--- src/rtl/lfsr_prbs_checker_8_if.sv ---
// Serial PRBS checker bus: received bit stream in, lock/error status out.
// The checker takes the slave side; the stream source and status sink take the master side.
interface lfsr_prbs_checker_8_if #(
  parameter int CNT_W = 16
);
  logic             Din;
  logic             Din_valid;
  logic             Clear_count;
  logic             Locked;
  logic             Bit_error;
  logic             Sync_loss;
  logic [CNT_W-1:0] Err_count;

  modport master (
    output Din, Din_valid, Clear_count,
    input  Locked, Bit_error, Sync_loss, Err_count
  );

  modport slave (
    input  Din, Din_valid, Clear_count,
    output Locked, Bit_error, Sync_loss, Err_count
  );
endinterface

--- src/rtl/lfsr_prbs_checker_8.sv ---
// Receive-side checker for the 8-bit Galois LFSR generator: hunts, verifies, locks, counts bit errors.
// Optional build macro LFSR_CHK_FLYWHEEL_EN: while locked the predictor free-runs on its own output.
module lfsr_prbs_checker_8 #(
  parameter logic [1:8] TAPS        = 8'b1100_1111,
  parameter int         LOCK_CNT    = 16,
  parameter int         WIN_LEN     = 64,
  parameter int         UNLOCK_ERRS = 8,
  parameter int         CNT_W       = 16
) (
  input logic                  Clock,
  input logic                  Reset,
  lfsr_prbs_checker_8_if.slave bus
);
  localparam int MATCH_W = $clog2(LOCK_CNT + 1);
  localparam int WIN_W   = $clog2(WIN_LEN);
  localparam int WERR_W  = $clog2(UNLOCK_ERRS + 1);
  localparam logic [MATCH_W-1:0] MATCH_LAST = MATCH_W'(LOCK_CNT - 1);
  localparam logic [WIN_W-1:0]   WIN_LAST   = WIN_W'(WIN_LEN - 1);
  localparam logic [WERR_W:0]    UNLOCK_TH  = (WERR_W + 1)'(UNLOCK_ERRS);

  typedef enum logic [1:0] {HUNT, VERIFY, LOCKED} state_t;

  state_t             state, state_next;
  logic [7:0]         hist, hist_next;
  logic [3:0]         fill, fill_next;
  logic [MATCH_W-1:0] match, match_next;
  logic [WIN_W-1:0]   win, win_next;
  logic [WERR_W-1:0]  win_err, win_err_next;
  logic               locked, locked_next;
  logic               bit_error, bit_error_next;
  logic               sync_loss, sync_loss_next;
  logic [CNT_W-1:0]   err_count, err_count_next;
  logic               pred, err, shift_bit;
  logic [WERR_W:0]    err_total;

  // Output recurrence of the Galois LFSR, expressed over the last eight received bits
  always_comb begin
    pred = hist[7];
    for (int i = 1; i <= 7; i++) begin
      pred = pred ^ (TAPS[i] & hist[i-1]);
    end
  end

  assign err       = bus.Din ^ pred;
  assign err_total = {1'b0, win_err} + {{WERR_W{1'b0}}, err};

`ifdef LFSR_CHK_FLYWHEEL_EN
  assign shift_bit = (state == LOCKED) ? pred : bus.Din;
`else
  assign shift_bit = bus.Din;
`endif

  always_comb begin
    state_next     = state;
    hist_next      = hist;
    fill_next      = fill;
    match_next     = match;
    win_next       = win;
    win_err_next   = win_err;
    bit_error_next = 1'b0;
    sync_loss_next = 1'b0;
    err_count_next = err_count;
    if (bus.Din_valid) begin
      hist_next = {hist[6:0], shift_bit};
      unique case (state)
        HUNT: begin
          fill_next = fill + 4'd1;
          if (fill == 4'd7) begin
            state_next = VERIFY;
            match_next = '0;
          end
        end
        VERIFY: begin
          // An all-zero history predicts zero forever, so it must never count towards lock
          if (!err && hist != 8'd0) begin
            match_next = match + MATCH_W'(1);
            if (match == MATCH_LAST) begin
              state_next   = LOCKED;
              win_next     = '0;
              win_err_next = '0;
            end
          end else begin
            match_next = '0;
          end
        end
        LOCKED: begin
          bit_error_next = err;
          if (err && err_count != '1) begin
            err_count_next = err_count + CNT_W'(1);
          end
          if (err_total >= UNLOCK_TH) begin
            state_next     = HUNT;
            fill_next      = '0;
            sync_loss_next = 1'b1;
          end else if (win == WIN_LAST) begin
            win_next     = '0;
            win_err_next = '0;
          end else begin
            win_next     = win + WIN_W'(1);
            win_err_next = err_total[WERR_W-1:0];
          end
        end
        default: state_next = HUNT;
      endcase
    end
    if (bus.Clear_count) begin
      err_count_next = '0;
    end
  end

  assign locked_next = (state_next == LOCKED);

  always_ff @(posedge Clock) begin
    if (!Reset) begin
      state     <= HUNT;
      hist      <= '0;
      fill      <= '0;
      match     <= '0;
      win       <= '0;
      win_err   <= '0;
      locked    <= 1'b0;
      bit_error <= 1'b0;
      sync_loss <= 1'b0;
      err_count <= '0;
    end else begin
      state     <= state_next;
      hist      <= hist_next;
      fill      <= fill_next;
      match     <= match_next;
      win       <= win_next;
      win_err   <= win_err_next;
      locked    <= locked_next;
      bit_error <= bit_error_next;
      sync_loss <= sync_loss_next;
      err_count <= err_count_next;
    end
  end

  assign bus.Locked    = locked;
  assign bus.Bit_error = bit_error;
  assign bus.Sync_loss = sync_loss;
  assign bus.Err_count = err_count;
endmodule

--- src/flat_wrapper.sv ---
// flat-port wrapper written by rule: the top's interface ports become plain ports
module lfsr_prbs_checker_8_flat 
#(
  parameter logic [1:8] TAPS        = 8'b1100_1111,
  parameter int         LOCK_CNT    = 16,
  parameter int         WIN_LEN     = 64,
  parameter int         UNLOCK_ERRS = 8,
  parameter int         CNT_W       = 16
)
  (Clock, Reset, bus_Din, bus_Din_valid, bus_Clear_count, bus_Locked, bus_Bit_error, bus_Sync_loss, bus_Err_count);
  lfsr_prbs_checker_8_if #(.CNT_W(CNT_W)) bus_i ();
  input logic Clock;
  input logic Reset;
  input wire logic [$bits(bus_i.Din)-1:0] bus_Din;
  input wire logic [$bits(bus_i.Din_valid)-1:0] bus_Din_valid;
  input wire logic [$bits(bus_i.Clear_count)-1:0] bus_Clear_count;
  output wire logic [$bits(bus_i.Locked)-1:0] bus_Locked;
  output wire logic [$bits(bus_i.Bit_error)-1:0] bus_Bit_error;
  output wire logic [$bits(bus_i.Sync_loss)-1:0] bus_Sync_loss;
  output wire logic [$bits(bus_i.Err_count)-1:0] bus_Err_count;
  assign bus_i.Din = bus_Din;
  assign bus_i.Din_valid = bus_Din_valid;
  assign bus_i.Clear_count = bus_Clear_count;
  assign bus_Locked = bus_i.Locked;
  assign bus_Bit_error = bus_i.Bit_error;
  assign bus_Sync_loss = bus_i.Sync_loss;
  assign bus_Err_count = bus_i.Err_count;
  lfsr_prbs_checker_8 #(.TAPS(TAPS), .LOCK_CNT(LOCK_CNT), .WIN_LEN(WIN_LEN), .UNLOCK_ERRS(UNLOCK_ERRS), .CNT_W(CNT_W)) u_core (.Clock(Clock), .Reset(Reset), .bus(bus_i));
endmodule
--- config.mk ---
export PLATFORM = sky130hd
export DESIGN_NAME = lfsr_prbs_checker_8_flat
export DESIGN_NICKNAME = d
export VERILOG_FILES = /design/src/rtl/lfsr_prbs_checker_8_if.sv /design/src/rtl/lfsr_prbs_checker_8.sv /design/src/flat_wrapper.sv
export SDC_FILE = /design/constraint.sdc
export NUM_CORES = 1
export LEC_CHECK = 0
export CAP_MARGIN = 20
export CORE_MARGIN = 8
export CORE_UTILIZATION = 56
export CTS_CLUSTER_SIZE = 24
export DETAILED_ROUTE_END_ITERATION = 16
export PLACE_DENSITY_LB_ADDON = 0.05
export REMOVE_ABC_BUFFERS = 1
export SETUP_SLACK_MARGIN = 0.4
export SLEW_MARGIN = 20
export SYNTH_ARGS = -nofsm -noshare
export SYNTH_HDL_FRONTEND = slang
export SYNTH_SLANG_ARGS = --single-unit
--- constraint.sdc ---
create_clock -name Clock -period 3.47 [get_ports Clock]
set_input_delay 0.694 -clock Clock [delete_from_list [all_inputs] [get_ports Clock]]
set_output_delay 0.694 -clock Clock [all_outputs]
set_load 0.02 [all_outputs]
==> results of run 1 <==
[registers in the layout, indices dropped and copies added, names as in the netlist]
name	cells
u_core.match	5
u_core.bus.Sync_loss	1
u_core.bus.Locked	1
u_core.state	2
u_core.fill	4
u_core.win_err	4
u_core.bus.Err_count	16
u_core.hist	8
u_core.win	6
u_core.bus.Bit_error	1
[final timing paths]
check	from	end	cells after the start
hold reg to reg	u_core.win_err[3]	u_core.win_err[3]	2
hold / removal	u_core.win_err[3]	u_core.win_err[3]	2
setup reg to reg	u_core.hist[7]	u_core.win[2]	10
setup / recovery	u_core.hist[7]	u_core.win[2]	10
[per-stage QoR]
step	area [µm²]	power [mW]	util, %	hold WS [ns]	setup slack [ns]
finish	2810	1.01	69.3	0.479	0.639
global route	2810	1.04	69.3	0.508	0.487
CTS	2810	1.02	69.1	0.470	0.413
detailed placement	2680	0.621	66.1	0.458	-0.0162
global placement	2680	0.620	66.1	0.442	0.0593
floorplan	2350	0.597	-	0.423	0.302
[layer usage]
layer / vias to the layer above / part of all wire [%] / GRT usage (%)
met5: - / 0 / 0
met4: 0 / 1.7 / 6.43
met3: 8 / 4.3 / 4.19
met2: 25 / 45 / 24.7
met1: 922 / 49 / 19.2
li1: 1036 / - / -
[what timing repair did]
item / 4_1_cts / 5_1_grt
pin swaps: 3 / 1
cloned: 1 / 0
setup endpoints to repair: 5 / 10
gates resized for setup: 1 / 5
[final cells by class]
| cell class | count | share of cell area [%] |
|---|---|---|
| flip-flops and latches | 48 | 34.2 |
| multi-input cells | 200 | 48.4 |
| clock inverters | 2 | 1.25 |
| clock buffers | 6 | 2.58 |
| well taps | 50 | 2.22 |
| repair buffers | 30 | 10.1 |
| inverters | 10 | 1.33 |
[cells by family (layout without fill, tap and decap cells)]
group | after synthesis | in the layout
simple gates | 113 | 113
compound gates | 62 | 62
flops | 48 | 48
buf+inv | 20 | 48
mux | 12 | 12
fa+ha+maj | 7 | 7
xor+xnor | 6 | 6
[cell usage after synthesis, types with 2 or more instances]
| cell type | n |
|---|---|
| sky130_fd_sc_hd__a31o_2 | 2 |
| sky130_fd_sc_hd__clkbuf_1 | 5 |
| sky130_fd_sc_hd__a31oi_1 | 3 |
| sky130_fd_sc_hd__o31ai_1 | 2 |
| sky130_fd_sc_hd__and4b_1 | 2 |
| sky130_fd_sc_hd__and4_1 | 5 |
| sky130_fd_sc_hd__o21ai_0 | 11 |
| sky130_fd_sc_hd__nor3_1 | 2 |
| sky130_fd_sc_hd__nand3_1 | 10 |
| sky130_fd_sc_hd__nor2b_1 | 16 |
| sky130_fd_sc_hd__nor2_1 | 10 |
| sky130_fd_sc_hd__nand2_1 | 21 |
| sky130_fd_sc_hd__mux2i_1 | 12 |
| sky130_fd_sc_hd__buf_2 | 3 |
| sky130_fd_sc_hd__a21oi_1 | 18 |
| sky130_fd_sc_hd__a21boi_0 | 6 |
| sky130_fd_sc_hd__ha_1 | 7 |
| sky130_fd_sc_hd__dfxtp_1 | 48 |
| sky130_fd_sc_hd__o21a_1 | 2 |
| sky130_fd_sc_hd__nand4_1 | 4 |
| sky130_fd_sc_hd__and2_1 | 2 |
| sky130_fd_sc_hd__o22ai_1 | 2 |
| sky130_fd_sc_hd__nand3b_1 | 4 |
| sky130_fd_sc_hd__and3_1 | 7 |
| sky130_fd_sc_hd__xnor2_1 | 3 |
| sky130_fd_sc_hd__or3_1 | 15 |
| sky130_fd_sc_hd__inv_1 | 10 |
| sky130_fd_sc_hd__o21ai_1 | 4 |
| sky130_fd_sc_hd__nand2b_1 | 7 |
| sky130_fd_sc_hd__o2111ai_1 | 2 |
| sky130_fd_sc_hd__a21o_1 | 4 |
| sky130_fd_sc_hd__or4_1 | 4 |
| sky130_fd_sc_hd__nor4_1 | 2 |
[worst max-delay path: cells and delay by family (launching register included)]
family / cells / cell delay (ns)
xor+xnor: 2 / 0.81
compound gates: 4 / 0.66
fa+ha+maj: 2 / 0.42
flops: 1 / 0.36
simple gates: 1 / 0.27
buf+inv: 1 / 0.20
[power breakdown]
group / internal (mW) / switching, mW / total, mW
logic: 0.0238 / 0.0276 / 0.0514
registers: 0.554 / 0.00342 / 0.557
clock network: 0.214 / 0.183 / 0.397
total: 0.791 / 0.214 / 1.01
==> results.rst, run 1 <==
.. list-table::
   :header-rows: 1

   * - Metric
     - Value
   * - Ports placed on the boundary
     - 24
   * - Most common cell after layout, fill and taps aside
     - sky130_fd_sc_hd__dfxtp_1
   * - Clock root buffer master
     - sky130_fd_sc_hd__clkbuf_8
   * - VDD IR max
     - about 300 µV
   * - Count of final hold-check violations
     - 0
   * - Adder and majority cell fraction of the synthesized area
     - between 3 and 4%
   * - Multiplexer share of the synthesized area
     - about 5%
   * - Most instantiated flip-flop cell in the synthesis netlist
     - sky130_fd_sc_hd__dfxtp_1
   * - Ratio of total power to cell area
     - between 300 and 400 nW/µm²
   * - Largest driver fanout on the critical path
     - 5
   * - Antenna violations before repair
     - 0
   * - Diodes inserted
     - 0
   * - Total number of nets in the final design
     - slightly above 300
   * - Num CTS Buffers
     - 5
   * - CTS tree
     - built
   * - Part of the Yosys area used for sequential elements
     - around two fifths
   * - Worst clock skew
     - 0.00328 ns
   * - Area of the die
     - 6630 µm²
   * - Synthesized cell area
     - ~2400 µm²
   * - Asr flop ratio synth
     - 0%
   * - Max-cap check violation count
     - 0
   * - Share of synthesized cell area in and, or, nand and nor gates
     - 27.0%
   * - Commonest cells after routing, fill and taps aside
     - sky130_fd_sc_hd__dfxtp_1 (48), sky130_fd_sc_hd__clkdlybuf4s50_1 (22), sky130_fd_sc_hd__nand2_1 (21)
   * - Die Wd
     - around 81 µm
   * - Post-route ant nets
     - 0
   * - Pin count of the biggest net entering global routing
     - 36
   * - Final critical path time including I/O delays and setup
     - between 2 and 3 ns
   * - Run status
     - finished clean
   * - Dominant cell type by area after synthesis
     - sky130_fd_sc_hd__dfxtp_1
   * - Synth area leaders
     - sky130_fd_sc_hd__dfxtp_1 (40%), sky130_fd_sc_hd__mux2i_1 (5.0%), sky130_fd_sc_hd__nor2b_1 (4.2%)
   * - Fraction of final layout cells with drive strength greater than 1
     - slightly below 8%
   * - Static power due to leakage
     - 1.01 nW
   * - Number of vias per cell after detailed routing
     - approximately 5.8
   * - Placed wire-length estimate
     - roughly 3.5 mm
   * - Clock sinks
     - 48
   * - GRT Overall Usage
     - between 15 and 20%
   * - H-tree level count
     - 2
   * - Critical Setup Path Class
     - reg2reg
   * - Dominant combinational cell family by area after synthesis
     - simple AND/OR/NAND/NOR gates
   * - Number of synthesized register bits
     - 48
   * - Initial standard-cell utilization of the core
     - approximately three fifths
   * - Core Footprint
     - between 4000 and 5000 µm²
   * - EDFF count, synth
     - 0
   * - Overall die height
     - a little over 80 µm
   * - Vias in the first global route
     - about 1800
   * - R2R Setup Slk
     - around 0.64 ns
   * - Max-slew headroom
     - around 48%
   * - Iteration-0 DRC Markers
     - between 90 and 100
   * - Slew @ Worst Pin
     - slightly below 0.8 ns
   * - Crit start category
     - flop
   * - First-pass GRT wire length
     - a little over 8 mm
   * - Number of buffers inserted by hold repair at cts
     - 0
   * - Post-synth top area share
     - about two fifths
   * - Routed wire length per instance
     - between 10 and 15 µm
   * - Instance count of the mapped netlist
     - 268
   * - Vias after detailed routing
     - 1991
   * - Row count
     - 23
   * - Distinct cell type count of the synthesized netlist
     - 46
   * - Library cell contributing the largest single delay on the critical path
     - sky130_fd_sc_hd__xnor3_1
   * - FF/Latch Area
     - 961 µm²
   * - Synthesized area divided by synthesized cell count
     - between 8 and 9 µm²
   * - Highest Clock Rate
     - roughly 350 MHz
   * - HP Class
     - reg2reg
   * - Number of pins with negative max-slew slack in the final report
     - 0
   * - Post-CTS Setup Inserts
     - 0
   * - CP required
     - around 3.7 ns
   * - Total Routed Length
     - ~5 mm
   * - Warnings, synthesis
     - 0
   * - Number of buffers inserted by port buffering
     - 23
   * - Dpl cells
     - ~340
   * - DRT Pass-1 Iters
     - 4
   * - Complex-gate fraction of the synthesized area
     - approximately 17%
   * - Area share of xor/xnor cells in the synthesized design
     - 3.40%
   * - # fillers
     - between 300 and 400
   * - Sum of negative setup slack
     - 0 ns
   * - Area delta synth->final
     - 17.5%
   * - Number of standard cells in the final layout excluding fillers
     - 346
   * - Crit path capture type
     - flop
   * - Remaining global-route overflow
     - 0
   * - Register clock-pin slew on the reported worst setup and hold paths
     - approximately 0.09 ns
   * - Final RePlAce weighted congestion
     - slightly below 0.8
   * - Setup violations, final
     - 0
   * - Area occupied by multi-input gates
     - about 1400 µm²
   * - Clock latency on the worst-skew pair
     - about 0.3 ns
   * - Unrepaired setup endpoints after global routing
     - no
   * - Worst path cell trace
     - xnor3_1 -> xnor3_2 -> ha_2 -> ha_1 -> and4b_1 -> a21oi_2 -> o32ai_2 -> buf_4 -> o21ai_1 -> a31o_1
   * - DR DRC count
     - 0
   * - Arrival time at the worst endpoint
     - around 3.0 ns
   * - Share of the clock period used by the worst path after layout
     - 81.6%
   * - Buffers from clock root to sink, at most
     - 2
   * - Crit path largest cell delay
     - 0.41 ns
Note: power is estimated with default switching activity, not from simulation.
==> inputs of run 2 (changes only) <==
==> constraint.sdc (replaced) <==
create_clock -name Clock -period 2.7 [get_ports Clock]
set_input_delay 0.54 -clock Clock [delete_from_list [all_inputs] [get_ports Clock]]
set_output_delay 0.54 -clock Clock [all_outputs]
set_load 0.02 [all_outputs]
==> results.rst, run 2 (synthesized netlist as in run 1, its figures left out) <==
.. list-table::
   :header-rows: 1

   * - Metric
     - Value
   * - Run status
     - finished clean
   * - Clock root buffer master
     - sky130_fd_sc_hd__clkbuf_8
   * - First-pass GRT wire length
     - a little under 9 mm
   * - Number of pins with negative max-slew slack in the final report
     - 0
   * - Row count
     - 23
   * - Clock network fraction of total power
     - between 30% and 40%
   * - Diodes inserted
     - 0
   * - Max-slew headroom
     - 51.2%
   * - Max-cap check violation count
     - 0
   * - Area of the die
     - ~6600 µm²
   * - Antenna violations before repair
     - 0
   * - Dpl cells
     - roughly 350
   * - Fraction of final layout cells with drive strength greater than 1
     - 16.0%
   * - DRT Pass-1 Iters
     - 6
   * - R2r worst-path depth
     - 10
   * - Number of standard cells in the final layout excluding fillers
     - about 360
   * - Internal cell power
     - 0.956 mW
   * - Final RePlAce weighted congestion
     - 0.789
   * - Pin count of the biggest net entering global routing
     - 25
   * - Area delta synth->final
     - 23.1%
   * - Largest driver fanout on the critical path
     - 5
   * - Setup violations, final
     - 0
   * - Post-route ant nets
     - 0
   * - Number of buffers inserted by port buffering
     - 23
   * - Vias after detailed routing
     - 2042
   * - Total Routed Length
     - just over 5 mm
   * - Part of the total power dissipated in combinational logic
     - ~6.0%
   * - Share of the clock period used by the worst path after layout
     - 94.5%
   * - Critical Setup Path Class
     - reg2reg
   * - Most common cell after layout, fill and taps aside
     - sky130_fd_sc_hd__dfxtp_1
   * - Number of cells on the worst hold path
     - 2
   * - Ports placed on the boundary
     - 24
   * - GRT Overall Usage
     - between 10% and 20%
   * - Core Footprint
     - 4060 µm²
   * - Overall die height
     - between 80 and 90 µm
   * - Psw
     - between 0.2 and 0.3 mW
   * - CTS tree
     - built
   * - Sum of negative setup slack
     - 0 ns
   * - Switching power as a share of total power
     - between 20% and 30%
   * - Buffers from clock root to sink, at most
     - 2
   * - Placed wire-length estimate
     - about 3.6 mm
   * - Final worst-path setup slack
     - 0.148 ns
   * - Slew @ Worst Pin
     - approximately 0.73 ns
   * - Register clock-pin slew on the reported worst setup and hold paths
     - roughly 0.080 ns
   * - Largest register FFs
     - 16
   * - Post-DP Area
     - 2740 µm²
   * - Initial standard-cell utilization of the core
     - between 50% and 60%
   * - Routed wire length per instance
     - around 14 µm
   * - Remaining global-route overflow
     - 0
   * - Iteration-0 DRC Markers
     - between 150 and 200
   * - Worst clock skew
     - between 0.006 and 0.007 ns
   * - Static power due to leakage
     - approximately 1.0 nW
   * - Clock latency on the worst-skew pair
     - 0.30 ns
   * - Share of total power in sequential cells
     - 58.0%
   * - Unrepaired setup endpoints after global routing
     - yes
   * - Crit start category
     - flop
   * - Crit path capture type
     - flop
   * - HP Class
     - reg2reg
   * - Number of vias per cell after detailed routing
     - 5.72
   * - Total number of nets in the final design
     - between 300 and 400
   * - Num CTS Buffers
     - 5
   * - Setup WS pre-CTS
     - -0.555 ns
   * - Vias in the first global route
     - around 1900
   * - Final critical path time including I/O delays and setup
     - ~2.6 ns
   * - Commonest cells after routing, fill and taps aside
     - sky130_fd_sc_hd__dfxtp_1 (45), sky130_fd_sc_hd__clkdlybuf4s50_1 (22), sky130_fd_sc_hd__nand2_1 (20)
   * - Layout Utilization
     - between 70% and 80%
   * - Final hold slack
     - approximately 0.47 ns
   * - H-tree level count
     - 2
   * - Number of buffers inserted by hold repair at cts
     - 0
   * - DR DRC count
     - 0
   * - Overall power consumption
     - about 1.2 mW
   * - Ratio of total power to cell area
     - approximately 420 nW/µm²
   * - Final cell area excluding filler cells
     - between 2000 and 3000 µm²
   * - Clock sinks
     - between 40 and 50
   * - VDD IR max
     - around 320 µV
   * - Count of final hold-check violations
     - 0
   * - Die Wd
     - roughly 81 µm
   * - CP required
     - roughly 2.9 ns
   * - Highest Clock Rate
     - approximately 390 MHz
   * - Arrival time at the worst endpoint
     - 2.74 ns
run 2: power groups by stage:
stage                     combinational [mW]  sequential (mW)  clock (mW)
after floorplan                       0.0353            0.731           0
after global placement                0.0661            0.733           0
after detailed placement              0.0667            0.733           0
after CTS                             0.0732            0.716       0.450
after global routing                  0.0805            0.717       0.479
final                                 0.0738            0.716       0.444
run 2: cell type report:
cell class | count | area, µm²
flip-flops and latches | 48 | 965
fillers | 297 | 1110
clock buffers | 8 | 90.1
repair buffers | 41 | 365
multi-input cells | 200 | 1430
inverters | 10 | 37.5
well taps | 50 | 62.6
run 2: final timing paths:
path | start | endpoint | slack [ns]
max | u_core.hist[0] | u_core.win_err[2] | 0.15
min | u_core.win_err[3] | u_core.win_err[3] | 0.47
max reg2reg | u_core.hist[0] | u_core.win_err[2] | 0.15
min reg2reg | u_core.win_err[3] | u_core.win_err[3] | 0.47
run 2: critical path, cell delays in order, from the launching register on:
cell	delay, ns
sky130_fd_sc_hd__dfxtp_2	0.33
sky130_fd_sc_hd__xnor3_1	0.39
sky130_fd_sc_hd__xnor3_2	0.28
sky130_fd_sc_hd__ha_4	0.19
sky130_fd_sc_hd__ha_4	0.15
sky130_fd_sc_hd__and4b_1	0.26
sky130_fd_sc_hd__a21oi_2	0.07
sky130_fd_sc_hd__o32ai_2	0.32
sky130_fd_sc_hd__buf_4	0.21
sky130_fd_sc_hd__a21boi_2	0.16
sky130_fd_sc_hd__o22ai_1	0.09
run 2: what timing repair did:
item                                    4_1_cts  5_1_grt
endpoints found under the setup margin       18       19
setup buffers                                 2        1
resized for setup                            23        8
pin swaps                                    15        7
gates cloned                                  1        0
run 2: layer usage:
layer	global-route usage, %	wire, µm
met5	0	0
met2	25.1	2250
met3	3.53	158
met1	21.5	2580
met4	8.04	71
==> inputs of run 3 (changes only) <==
--- a/config.mk
+++ b/config.mk
@@ -5,12 +5,13 @@
 export SDC_FILE = /design/constraint.sdc
 export NUM_CORES = 1
 export LEC_CHECK = 0
+export ABC_CLOCK_PERIOD_IN_PS = 2700
 export CAP_MARGIN = 20
 export CORE_MARGIN = 8
 export CORE_UTILIZATION = 56
 export CTS_CLUSTER_SIZE = 24
 export DETAILED_ROUTE_END_ITERATION = 16
-export PLACE_DENSITY_LB_ADDON = 0.05
+export PLACE_DENSITY = 0.79
 export REMOVE_ABC_BUFFERS = 1
 export SETUP_SLACK_MARGIN = 0.4
 export SLEW_MARGIN = 20
==> constraint.sdc (replaced) <==
create_clock -name Clock -period 2.7 [get_ports Clock]
set_input_delay 0.54 -clock Clock [delete_from_list [all_inputs] [get_ports Clock]]
set_output_delay 0.54 -clock Clock [all_outputs]
set_load 0.01 [all_outputs]
==> results.rst, run 3 (synthesized netlist as in run 1, its figures left out) <==
.. list-table::
   :header-rows: 1

   * - Metric
     - Value
   * - Run status
     - finished clean
   * - Ports placed on the boundary
     - 24
   * - H-tree level count
     - 2
   * - Arrival time at the worst endpoint
     - between 2 and 3 ns
   * - Core Footprint
     - ~4100 µm²
   * - Diodes inserted
     - 0
   * - DR DRC count
     - 0
   * - Sum of negative setup slack
     - 0 ns
   * - CP endpoint
     - u_core.win_err[2]
   * - Num CTS Buffers
     - 5
   * - Register clock-pin slew on the reported worst setup and hold paths
     - 0.09 ns
   * - Post-route ant nets
     - 0
   * - Psw
     - between 0.2 and 0.3 mW
   * - Number of standard cells in the final layout excluding fillers
     - between 300 and 400
   * - Final hold slack
     - between 0.4 and 0.5 ns
   * - Largest register FFs
     - 16
   * - Total number of nets in the final design
     - 316
   * - Area occupied by multi-input gates
     - 1420 µm²
   * - Final critical path time including I/O delays and setup
     - between 2 and 3 ns
   * - Critical Setup Path Class
     - reg2reg
   * - Max-slew headroom
     - between 50% and 60%
   * - # fillers
     - between 300 and 400
   * - Commonest cells after routing, fill and taps aside
     - sky130_fd_sc_hd__dfxtp_1 (44), sky130_fd_sc_hd__clkdlybuf4s50_1 (22), sky130_fd_sc_hd__nand2_1 (21)
   * - Max-cap check violation count
     - 0
   * - Pin count of the biggest net entering global routing
     - 19
   * - Clock latency on the worst-skew pair
     - roughly 0.31 ns
   * - CP startpoint
     - u_core.hist[7]
   * - Row count
     - 23
   * - Setup WS pre-CTS
     - -0.597 ns
   * - Area delta synth->final
     - 23.6%
   * - Overall die height
     - around 81 µm
   * - VDD IR max
     - 312 µV
   * - Clock sinks
     - between 40 and 50
   * - CP required
     - a little under 3 ns
   * - Initial standard-cell utilization of the core
     - about three fifths
   * - Number of pins with negative max-slew slack in the final report
     - 0
   * - Die Wd
     - slightly above 80 µm
   * - Total Routed Length
     - around 5.3 mm
   * - Share of total power in sequential cells
     - 57.8%
   * - DRT Pass-1 Iters
     - 4
   * - Final worst-path setup slack
     - approximately 0.16 ns
   * - Unrepaired setup endpoints after global routing
     - yes
   * - Crit path capture type
     - flop
   * - GRT Overall Usage
     - between 10% and 20%
   * - Largest driver fanout on the critical path
     - 7
   * - Routed wire length per instance
     - 14.9 µm
   * - Number of buffers inserted by port buffering
     - 23
   * - Vias after detailed routing
     - around 2100
   * - Slew @ Worst Pin
     - ~0.65 ns
   * - Clock root buffer master
     - sky130_fd_sc_hd__clkbuf_8
   * - Highest Clock Rate
     - between 300 and 400 MHz
   * - Internal cell power
     - between 0.9 and 1 mW
   * - FF/Latch Area
     - 966 µm²
   * - HP Class
     - reg2reg
   * - Dpl cells
     - roughly 340
   * - Switching power as a share of total power
     - a little under a quarter
   * - Number of cells on the worst hold path
     - 2
   * - Iteration-0 DRC Markers
     - 192
   * - Static power due to leakage
     - 1.05 nW
   * - Area of the die
     - between 6000 and 7000 µm²
   * - Share of the clock period used by the worst path after layout
     - between 90% and 100%
   * - Ratio of total power to cell area
     - approximately 420 nW/µm²
   * - Most common cell after layout, fill and taps aside
     - sky130_fd_sc_hd__dfxtp_1
   * - First-pass GRT wire length
     - approximately 9 mm
   * - FF-to-FF Start
     - u_core.hist[7]
   * - Clock network fraction of total power
     - between 30% and 40%
   * - Vias in the first global route
     - 1901
   * - Fraction of final layout cells with drive strength greater than 1
     - between 10 and 15%
   * - Antenna violations before repair
     - 0
   * - Count of final hold-check violations
     - 0
   * - Buffers from clock root to sink, at most
     - 2
   * - Setup violations, final
     - 0
   * - Number of vias per cell after detailed routing
     - between 5 and 6
   * - R2r worst-path depth
     - 10
   * - Worst clock skew
     - ~0.0063 ns
   * - Layout Utilization
     - 72.9%
   * - Part of the total power dissipated in combinational logic
     - 6.2%
   * - R2R Setup Slk
     - 0.16 ns
   * - Crit Reg-Reg Endpoint
     - u_core.win_err[2]
   * - CTS tree
     - built
   * - Remaining global-route overflow
     - 0
   * - Final RePlAce weighted congestion
     - just under 0.8
   * - Placed wire-length estimate
     - between 3 and 4 mm
   * - Crit start category
     - flop
-- run 3: how the worst min path moves through the flow --
stage | start | end | slack (ns)
2_1_floorplan | u_core.win_err[3] | u_core.win_err[3] | 0.42
3_3_place_gp | u_core.win_err[3] | u_core.win_err[3] | 0.45
3_5_place_dp | u_core.win_err[3] | u_core.win_err[3] | 0.45
4_1_cts | u_core.win_err[3] | u_core.win_err[3] | 0.47
5_1_grt | u_core.win_err[3] | u_core.win_err[3] | 0.50
6_report | u_core.win_err[3] | u_core.win_err[3] | 0.48
-- run 3: power by group through the flow --
stage / clock, mW / sequential [mW] / combinational [mW]
floorplan: 0 / 0.731 / 0.0353
global placement: 0 / 0.732 / 0.0671
detailed placement: 0 / 0.733 / 0.0680
CTS: 0.455 / 0.716 / 0.0743
global route: 0.488 / 0.717 / 0.0827
finish: 0.446 / 0.716 / 0.0762
-- run 3: worst max-delay path: stages (launching register included) --
cell and delay [ns]:
sky130_fd_sc_hd__dfxtp_2 0.35, sky130_fd_sc_hd__xnor3_1 0.39, sky130_fd_sc_hd__xnor3_2 0.28, sky130_fd_sc_hd__ha_4 0.19
sky130_fd_sc_hd__ha_4 0.15, sky130_fd_sc_hd__and4b_1 0.26, sky130_fd_sc_hd__a21oi_2 0.09, sky130_fd_sc_hd__o32ai_4 0.31
sky130_fd_sc_hd__buf_6 0.18, sky130_fd_sc_hd__a21boi_2 0.15, sky130_fd_sc_hd__o22ai_1 0.08
-- run 3: metrics by stage --
stage / power, mW / instance area (µm²)
6_report: 1.24 / 2960
5_1_grt: 1.29 / 2960
4_1_cts: 1.25 / 2920
3_5_place_dp: 0.801 / 2740
3_3_place_gp: 0.800 / 2740
2_1_floorplan: 0.767 / 2350
-- run 3: per-layer routing --
metal	up-vias	track usage, %	part of all wire (%)
met5	-	0	0
met4	0	7.14	1.7
met3	10	5.08	4.4
met2	39	26.1	46
met1	984	20.7	48
li1	1048	-	-
-- run 3: what timing repair did --
item                                   4_1_cts  5_1_grt
cloned                                       1        0
endpoints found under the hold margin        0        0
pin swaps                                   15        6
buffers inserted                             3        0
hold buffers                                 0        0
setup endpoints to repair                   17       17
resized for setup                           21        8
-- run 3: area by class of cell --
type	count	share of cell area (%)
Clock buffer	6	2.79
Sequential cell	48	32.6
Inverter	10	1.27
Tap cell	50	2.11
Clock inverter	2	0.338
Multi-Input combinational cell	200	48.1
Timing Repair Buffer	39	12.8
